===== config.mk =====
export PLATFORM = sky130hd
export DESIGN_NAME = motor_ramp_ctrl
export DESIGN_NICKNAME = d
export VERILOG_FILES = /design/src/rtl/motor_ramp_ctrl.sv
export SDC_FILE = /design/constraint.sdc
export NUM_CORES = 1
export LEC_CHECK = 0
export CORE_UTILIZATION = 49
export DETAILED_ROUTE_END_ITERATION = 8
export DONT_BUFFER_PORTS = 1
export SLEW_MARGIN = 10
export SYNTH_ARGS = -nofsm -noshare
export SYNTH_HDL_FRONTEND = slang
export SYNTH_SLANG_ARGS = --single-unit

===== constraint.sdc =====
create_clock -name clk_24M -period 3.8 [get_ports clk_24M]
set_input_delay 0.76 -clock clk_24M [delete_from_list [all_inputs] [get_ports clk_24M]]
set_output_delay 0.76 -clock clk_24M [all_outputs]
set_load 0.01 [all_outputs]

===== src/rtl/motor_ramp_ctrl.sv =====
// Motor duty ramp controller: slews duty toward a commanded target on a
// periodic tick, with brake and dead time before any direction reversal.
module motor_ramp_ctrl #(
  parameter int TICK_CYC   = 24000,
  parameter int STEP       = 10,
  parameter int DEAD_TICKS = 50
) (
  input  logic        clk_24M,
  input  logic        rst,
  input  logic        cmd_valid,
  output logic        cmd_ready,
  input  logic [10:0] cmd_duty,
  input  logic        cmd_dir,
  input  logic        estop,
  output logic [10:0] duty,
  output logic        dir,
  output logic        at_target
);

  localparam int TW = (TICK_CYC > 1) ? $clog2(TICK_CYC) : 1;
  localparam int DW = (DEAD_TICKS > 1) ? $clog2(DEAD_TICKS + 1) : 1;
  localparam logic [TW-1:0] TICK_LAST = TW'(TICK_CYC - 1);
  localparam logic [DW-1:0] DEAD_LAST = DW'(DEAD_TICKS - 1);
  localparam logic [11:0]   STEP_W    = 12'(STEP);
  localparam logic [10:0]   DUTY_MAX  = 11'd1000;

  typedef enum logic [2:0] {
    S_IDLE,
    S_RAMP,
    S_BRAKE,
    S_DEAD,
    S_ESTOP
  } state_e;

  state_e        state_q, state_d;
  logic [10:0]   duty_q, duty_d;
  logic [10:0]   target_q, target_d;
  logic          dir_q, dir_d;
  logic          pend_dir_q, pend_dir_d;
  logic [TW-1:0] tick_q, tick_d;
  logic [DW-1:0] dead_q, dead_d;

  logic          tick;
  logic          accept;
  logic [10:0]   cmd_clamp;
  logic [11:0]   up_sum;
  logic [10:0]   up_val;
  logic [10:0]   dn_val;
  logic [10:0]   br_val;

  assign tick      = (tick_q == TICK_LAST);
  assign cmd_ready = (state_q == S_IDLE) ||
                     (state_q == S_RAMP) ||
                     (state_q == S_BRAKE);
  assign accept    = cmd_valid && cmd_ready;
  assign cmd_clamp = (cmd_duty > DUTY_MAX) ? DUTY_MAX : cmd_duty;

  // saturating steps: never past target, never below zero
  assign up_sum = {1'b0, duty_q} + STEP_W;
  assign up_val = (up_sum > {1'b0, target_q}) ?
                  target_q : up_sum[10:0];
  assign dn_val = ({1'b0, duty_q} > ({1'b0, target_q} + STEP_W)) ?
                  (duty_q - STEP_W[10:0]) : target_q;
  assign br_val = ({1'b0, duty_q} > STEP_W) ?
                  (duty_q - STEP_W[10:0]) : 11'd0;

  always_comb begin
    state_d    = state_q;
    duty_d     = duty_q;
    target_d   = target_q;
    dir_d      = dir_q;
    pend_dir_d = pend_dir_q;
    dead_d     = dead_q;
    tick_d     = tick ? '0 : tick_q + TW'(1);

    if (estop) begin
      duty_d   = '0;
      target_d = '0;
      state_d  = S_ESTOP;
    end else begin
      case (state_q)
        S_RAMP: begin
          if (tick) begin
            if (duty_q < target_q)      duty_d  = up_val;
            else if (duty_q > target_q) duty_d  = dn_val;
            else                        state_d = S_IDLE;
          end
        end
        S_BRAKE: begin
          if (tick) begin
            if (duty_q == '0) begin
              state_d = S_DEAD;
              dead_d  = '0;
            end else begin
              duty_d = br_val;
            end
          end
        end
        S_DEAD: begin
          if (tick) begin
            dead_d = dead_q + DW'(1);
            if (dead_q == DEAD_LAST) begin
              dir_d   = pend_dir_q;
              state_d = S_RAMP;
            end
          end
        end
        S_ESTOP: begin
          duty_d  = '0;
          state_d = S_IDLE;
        end
        default: ;
      endcase

      // a new command holds duty for this edge; stepping resumes next tick
      if (accept) begin
        target_d   = cmd_clamp;
        pend_dir_d = cmd_dir;
        duty_d     = duty_q;
        if (cmd_dir == dir_q) begin
          state_d = S_RAMP;
        end else if (duty_q != '0) begin
          state_d = S_BRAKE;
        end else begin
          state_d = S_DEAD;
          dead_d  = '0;
        end
      end
    end
  end

  always_ff @(posedge clk_24M or posedge rst) begin
    if (rst) begin
      state_q    <= S_IDLE;
      duty_q     <= '0;
      target_q   <= '0;
      dir_q      <= 1'b1;
      pend_dir_q <= 1'b1;
      tick_q     <= '0;
      dead_q     <= '0;
    end else begin
      state_q    <= state_d;
      duty_q     <= duty_d;
      target_q   <= target_d;
      dir_q      <= dir_d;
      pend_dir_q <= pend_dir_d;
      tick_q     <= tick_d;
      dead_q     <= dead_d;
    end
  end

  assign duty      = duty_q;
  assign dir       = dir_q;
  assign at_target = (state_q == S_IDLE);

endmodule


# ---- Yosys cells after proc, flatten, opt, wreduce, memory -nomap -nowiden
# Cells that the tools add are included.
dict set report word_totals {
  register_bits 48
  output_inout_bits 14
}
dict set report classes {
  n_addsub 5
  magnitude_cmp 6
  eq_ne 19
  mux 34
  bitwise_logic 1
  reduce_logical 13
}
# cell count
set op_table {}
lappend op_table {{two-way mux 11 bit} 13}
lappend op_table {{two-way mux 6 bit} 6}
lappend op_table {{case mux 11 bit (3 select lines)} 1}
lappend op_table {{two-way mux 3 bit} 9}
lappend op_table {{adder 11 x 4 -> 12 bit (second input constant)} 2}
lappend op_table {{inequality test 4 bit (second input constant)} 6}
lappend op_table {{adder 15 x 1 -> 15 bit (second input constant)} 1}
lappend op_table {{== test 15 bit (second input constant)} 1}
lappend op_table {{two-way mux 15 bit} 1}
lappend op_table {{greater-than comparator 11 x 12 -> 1 bit} 1}
lappend op_table {{greater-than comparator 12 x 11 -> 1 bit} 1}
lappend op_table {{case mux 3 bit (4 select lines)} 1}
lappend op_table {{case mux 6 bit (2 select lines)} 1}
lappend op_table {{greater-than comparator 11 x 10 -> 1 bit (second input constant)} 1}
lappend op_table {{greater-than comparator 11 bit} 1}
lappend op_table {{greater-than comparator 11 x 4 -> 1 bit (second input constant)} 1}
lappend op_table {{zero test 11 bit} 1}
lappend op_table {{< comparator 11 bit} 1}
lappend op_table {{nonzero test 11 bit} 1}
lappend op_table {{subtractor 11 x 4 -> 11 bit (second input constant)} 1}
lappend op_table {{inequality test 3 bit (second input constant)} 3}
lappend op_table {{AND reduction 8 bit} 1}
lappend op_table {{adder 6 x 1 -> 6 bit (second input constant)} 1}
lappend op_table {{== test 3 x 2 -> 1 bit (second input constant)} 2}
lappend op_table {{other kinds (19)} 20}

# ---- Depth between registers and ports, before layout
dict set report depth {
  word_depth 9
  mapped_depth 13
  ltp_nobuf 12
}

# ---- Worst setup path after synthesis
# Ideal clock, no wire load.
dict set report synth_timing {
  path_kind {reg2reg}
  startpoint {reg duty_q[1], in the netlist duty[1]}
  endpoint {reg duty_q[0], in the netlist duty[0]}
  setup_time_ps 126
  t_arrival_ps 2841
  required_ps 3674
  setup_slack_ps 833
  path_stages_with_launch 12
  cell_sequence {dfrtp_1 ha_1 o2111ai_1 nor2_1 xor2_1 ha_1 and3_1 a221oi_1 a21o_1 a22o_1 nor4_1 a311o_1}
}
dict set report synth_between {
  elab_chain_cells 8
  word_cells_on_any_way 21
}
# item line
set synth_rtl {}
lappend synth_rtl {{from (decl)} 36} ;# logic [10:0] duty_q, duty_d;
lappend synth_rtl {{from (signal assigned)} 143} ;# duty_q <= duty_d;
lappend synth_rtl {{adder 11 x 4 -> 12 bit / greater-than comparator 11 x 12 -> 1 bit (equally long branches)} {59, 62}}
lappend synth_rtl {{greater-than comparator 12 x 11 -> 1 bit / two-way mux 11 bit (equally long branches)} {60, 62}}
lappend synth_rtl {{two-way mux 11 bit (on tied branches)} {60, 85}}
lappend synth_rtl {{two-way mux 11 bit} 84} ;# if (duty_q < target_q) duty_d = up_val;
lappend synth_rtl {{two-way mux 11 bit} 83} ;# if (tick) begin
lappend synth_rtl {{case mux 11 bit (3 select lines)} 81} ;# case (state_q)
lappend synth_rtl {{two-way mux 11 bit} 116} ;# if (accept) begin
lappend synth_rtl {{two-way mux 11 bit} 76} ;# if (estop) begin
# Parallel ways exist; a longest one is shown, timed or not. The select of a mux whose other input is x is not followed.
# A chain may end at the register's enable or synchronous reset.

# ---- Worst setup path after layout
dict set report layout_timing {
  startpoint {reg duty_q[5], in the netlist duty[5]}
  endpoint {reg duty_q[9], in the netlist duty[9]}
}
dict set report layout_between {
  elab_chain_cells 8
  word_cells_on_any_way 22
}
# item line
set layout_rtl {}
lappend layout_rtl {{adder 11 x 4 -> 12 bit (tied with other cells)} 59} ;# assign up_sum = {1'b0, duty_q} + STEP_W;
lappend layout_rtl {{greater-than comparator 12 x 11 -> 1 bit / two-way mux 11 bit (equally long branches)} {60, 62}}
lappend layout_rtl {{two-way mux 11 bit (on tied branches)} {60, 85}}
lappend layout_rtl {{two-way mux 11 bit} 84}
lappend layout_rtl {{two-way mux 11 bit} 83}
lappend layout_rtl {{case mux 11 bit (3 select lines)} 81}
lappend layout_rtl {{two-way mux 11 bit} 116}
lappend layout_rtl {{two-way mux 11 bit} 76}
# Parallel ways exist; a longest one is shown, timed or not. The select of a mux whose other input is x is not followed.

==> impl_metrics.csv <==
group,metric,value,unit
finish,nets,519,
critical_path,crit_fanout,10,
finish,drive_above_1_share,8.779,%
floorplan,fp.dieArea,8594,µm²
cts,worst_skew_pair.late_latency,0.31,ns
floorplan,die_w,92.71,µm
global_route,grt_overflow_total,0,
timing,fin_hold_ws,0.4846,ns
power_and_ir_drop,peakVddDrop,276.7,µV
cts,path_clk_slew,0.09,ns
finish,antenna_cells,0,
placed_design,placed_area,4151,µm²
global_route,grt_max_degree,49,
placed_design,port_buffers,0,
logic_synthesis,netlist_area,4031,µm²
global_route,grt_pass1_wl,18230,µm
cts,clk_path_buf_depth,2,
drt,ant_nets,0,
logic_synthesis,syn-num-nets,518,
cts,cts_hold_buf,0,
finish,areaGrowthSynthToFinish,5.742,%
critical_path,arrival,3.64,ns
logic_synthesis,postSynthAreaPerCell,8.670,µm²
cts,cts_tree,"yes",
power_and_ir_drop,p_leak,1.832,nW
floorplan,core,7848,µm²
drt,drtPass1Iterations,5,
floorplan,initial_core_util,51.37,%
cts,numCtsBuffers,5,
timing,fmax,292.3,MHz
power_and_ir_drop,power,0.002365,W
placed_design,gp_congestion,0.9635,
critical_path,critPathLaunchType,"flop",
timing,worstMarginPinSlew,1.030,ns
logic_synthesis,synth_seq_cells,48,
global_route,grtUsageTotal,27.42,%
timing,slew_viol_final,0,
timing,hold_viol,0,
cts,htreeDepth,2,
placed_design,hpwlAfterDp,8407,µm
global_route,antenna_found_initial,0,
power_and_ir_drop,powerDensity,554.8,nW/µm²
drt,wl_per_cell,19.56,µm
drt,via_per_inst,6.329,
logic_synthesis,synth_cell_types,67,
timing,min_period,3.421,ns
timing,fin_setup_tns,0,ns
timing,setup_viol,0,
status,outcome,"finished clean",
critical_path,cp.required,4.02,ns
critical_path,endpoint_kind,"flop",
drt,via_count,3601,
cts,cts.sinks,48,
logic_synthesis,synth-edff-count,0,
logic_synthesis,yosys_warnings,0,
drt,routed_wl,11130,µm
cts,cts_resized,0,
timing,slew_headroom,31.26,%
logic_synthesis,synthCells,465,
global_route,grt_pass1_vias,3499,
drt,drcViolationCount,0,
logic_synthesis,synthFlopType,"dfrtp_1",
finish,final_core_util,54.32,%
timing,period_share,90.03,%
drt,first_iter_violations,262,
timing,rsz0062_at_grt,"no",
finish,final_area,4263,µm²
logic_synthesis,ys_seq_area_share,29.86,%
floorplan,row_count,32,
floorplan,die-height,92.71,µm
cts,cts_root_buf,"clkbuf_8",
timing,clock_skew,0.01252,ns
flow_run,maxCapViolCount,0,
critical_path,critPathKind,"reg -> reg",
floorplan,pin_count,30,
logic_synthesis,async_flop_share,100.0,%
cts,postCtsSetupBuffers,0,
hold_path,hold_path_class,"reg -> reg",
## synth_stat cells (3+ instances only)
master     number  share of area (%)
buf_2           9                1.1
a22o_1          7                1.5
nor3_1         16                2.0
o31ai_1         7                1.3
a21oi_1        20                2.5
nor2b_1         3               0.47
clkbuf_1        6               0.56
a31oi_1        12                1.9
nand2_1        33                3.1
ha_1           37                 11
xor2_1         14                3.0
o211ai_1        5               0.93
o21ai_0        26                3.2
o21a_1          3               0.56
dfrtp_1        46                 29
xnor2_1        21                4.6
nand4_1        11                1.7
mux2i_1         6                1.5
mux2_2          3               0.84
a22oi_1         4               0.74
a211oi_1        7                1.3
a2bb2oi_1       5                1.1
nand2b_1        7                1.1
nor2_1         33                3.1
and3_1         10                1.6
inv_1          24                2.2
a21o_1          8                1.5
o21ai_1         3               0.37
o2111ai_1       3               0.65
nand3_1        27                3.4
## layout make-up
type,count,area (µm²)
clock buffer,5,68.82
clock inverter,3,42.54
fill,749,3585
inverter,24,90.09
multi-input combinational,376,2648
sequential,48,1204
tap,102,127.6
timing repair buffer,11,82.58
## state kept, by name, indices dropped and copies added, names as in the netlist
name / cells
target_q: 11
duty: 11
state_q: 3
dir: 1
tick_q: 15
pend_dir_q: 1
dead_q: 6
## worst max-delay path, stage by stage, from the launching register on
cell and delay, ns:
dfrtp_1 0.69, o2111ai_1 0.36, nor2_1 0.21, xor2_1 0.22, ha_1 0.28, and3_1 0.18
a221oi_1 0.41, a21oi_1 0.20, nor2_1 0.44, a2bb2oi_1 0.14, a31oi_1 0.21
## power breakdown
group	leakage (nW)	switching, W	internal, W
combinational	1.14	0.000800	0.000533
sequential	0.634	0.0000975	0.000554
clock	0.0541	0.000186	0.000195
## layer usage
layer	vias to the layer above	global-route usage (%)	wire, µm
li1	1730	-	-
met1	1713	36.09	4850
met2	128	44.75	5224
met3	30	5.501	706
met4	0	9.615	348
met5	-	0	0
## cells by family (layout without fill, tap and decap cells)
family                   count (synthesis)  in the layout  synth area share (%)
XOR/XNOR                                35             35                 7.604
multiplexers                             9              9                 2.328
AND/OR/NAND/NOR                        162            162                 21.38
flip-flops                              48             48                 29.86
AO/OA/AOI/OAI                          133            133                 22.87
buffers and inverters                   41             43                 4.469
adder cells (fa/ha/maj)                 37             37                 11.48
## metrics by stage
| stage | instances | setup slack, ns |
|---|---|---|
| final | 569 | 0.3788 |
| after global routing | 569 | 0.1019 |
| after CTS | 569 | 0.4234 |
| after detailed placement | 561 | 0.4549 |
| after global placement | 561 | 0.4889 |
| after floorplan | 465 | 0.8331 |
## placed cells by master, fill, tap and decap left out, types with 3 or more instances in the layout
| cell type | instances |
|---|---|
| a22o_1 | 7 |
| buf_4 | 11 |
| ha_1 | 37 |
| a21oi_1 | 20 |
| nand2_1 | 33 |
| o21ai_0 | 26 |
| dfrtp_1 | 46 |
| o211ai_1 | 5 |
| o31ai_1 | 7 |
| nor3_1 | 16 |
| o21ai_1 | 3 |
| inv_1 | 23 |
| mux2_2 | 3 |
| and3_1 | 10 |
| nor2b_1 | 3 |
| clkbuf_8 | 5 |
| a2bb2oi_1 | 5 |
| a211oi_1 | 7 |
| nand2b_1 | 7 |
| nor2_1 | 33 |
| xnor2_1 | 21 |
| o21a_1 | 3 |
| mux2i_1 | 6 |
| nand3_1 | 27 |
| a31oi_1 | 12 |
| nand4_1 | 11 |
| a21o_1 | 8 |
| a22oi_1 | 4 |
| xor2_1 | 14 |
| o2111ai_1 | 3 |
## final timing paths
check / from / endpoint / slack (ns) / cells past startpoint
max in group asynchronous: rst / dead_q[0]$_DFFE_PP0N_ / 2.59 / 1
worst max-delay path: duty[5]$_DFFE_PP0P_ / duty[9]$_DFFE_PP0P_ / 0.38 / 10
min in group asynchronous: rst / target_q[3]$_DFFE_PP0N_ / 0.57 / 1
worst min-delay path: tick_q[4]$_DFF_PP0_ / tick_q[4]$_DFF_PP0_ / 0.48 / 1
worst max register to register: duty[5]$_DFFE_PP0P_ / duty[9]$_DFFE_PP0P_ / 0.38 / 10
worst min register to register: tick_q[4]$_DFF_PP0_ / tick_q[4]$_DFF_PP0_ / 0.48 / 1
(Power assumes the default switching activity.)
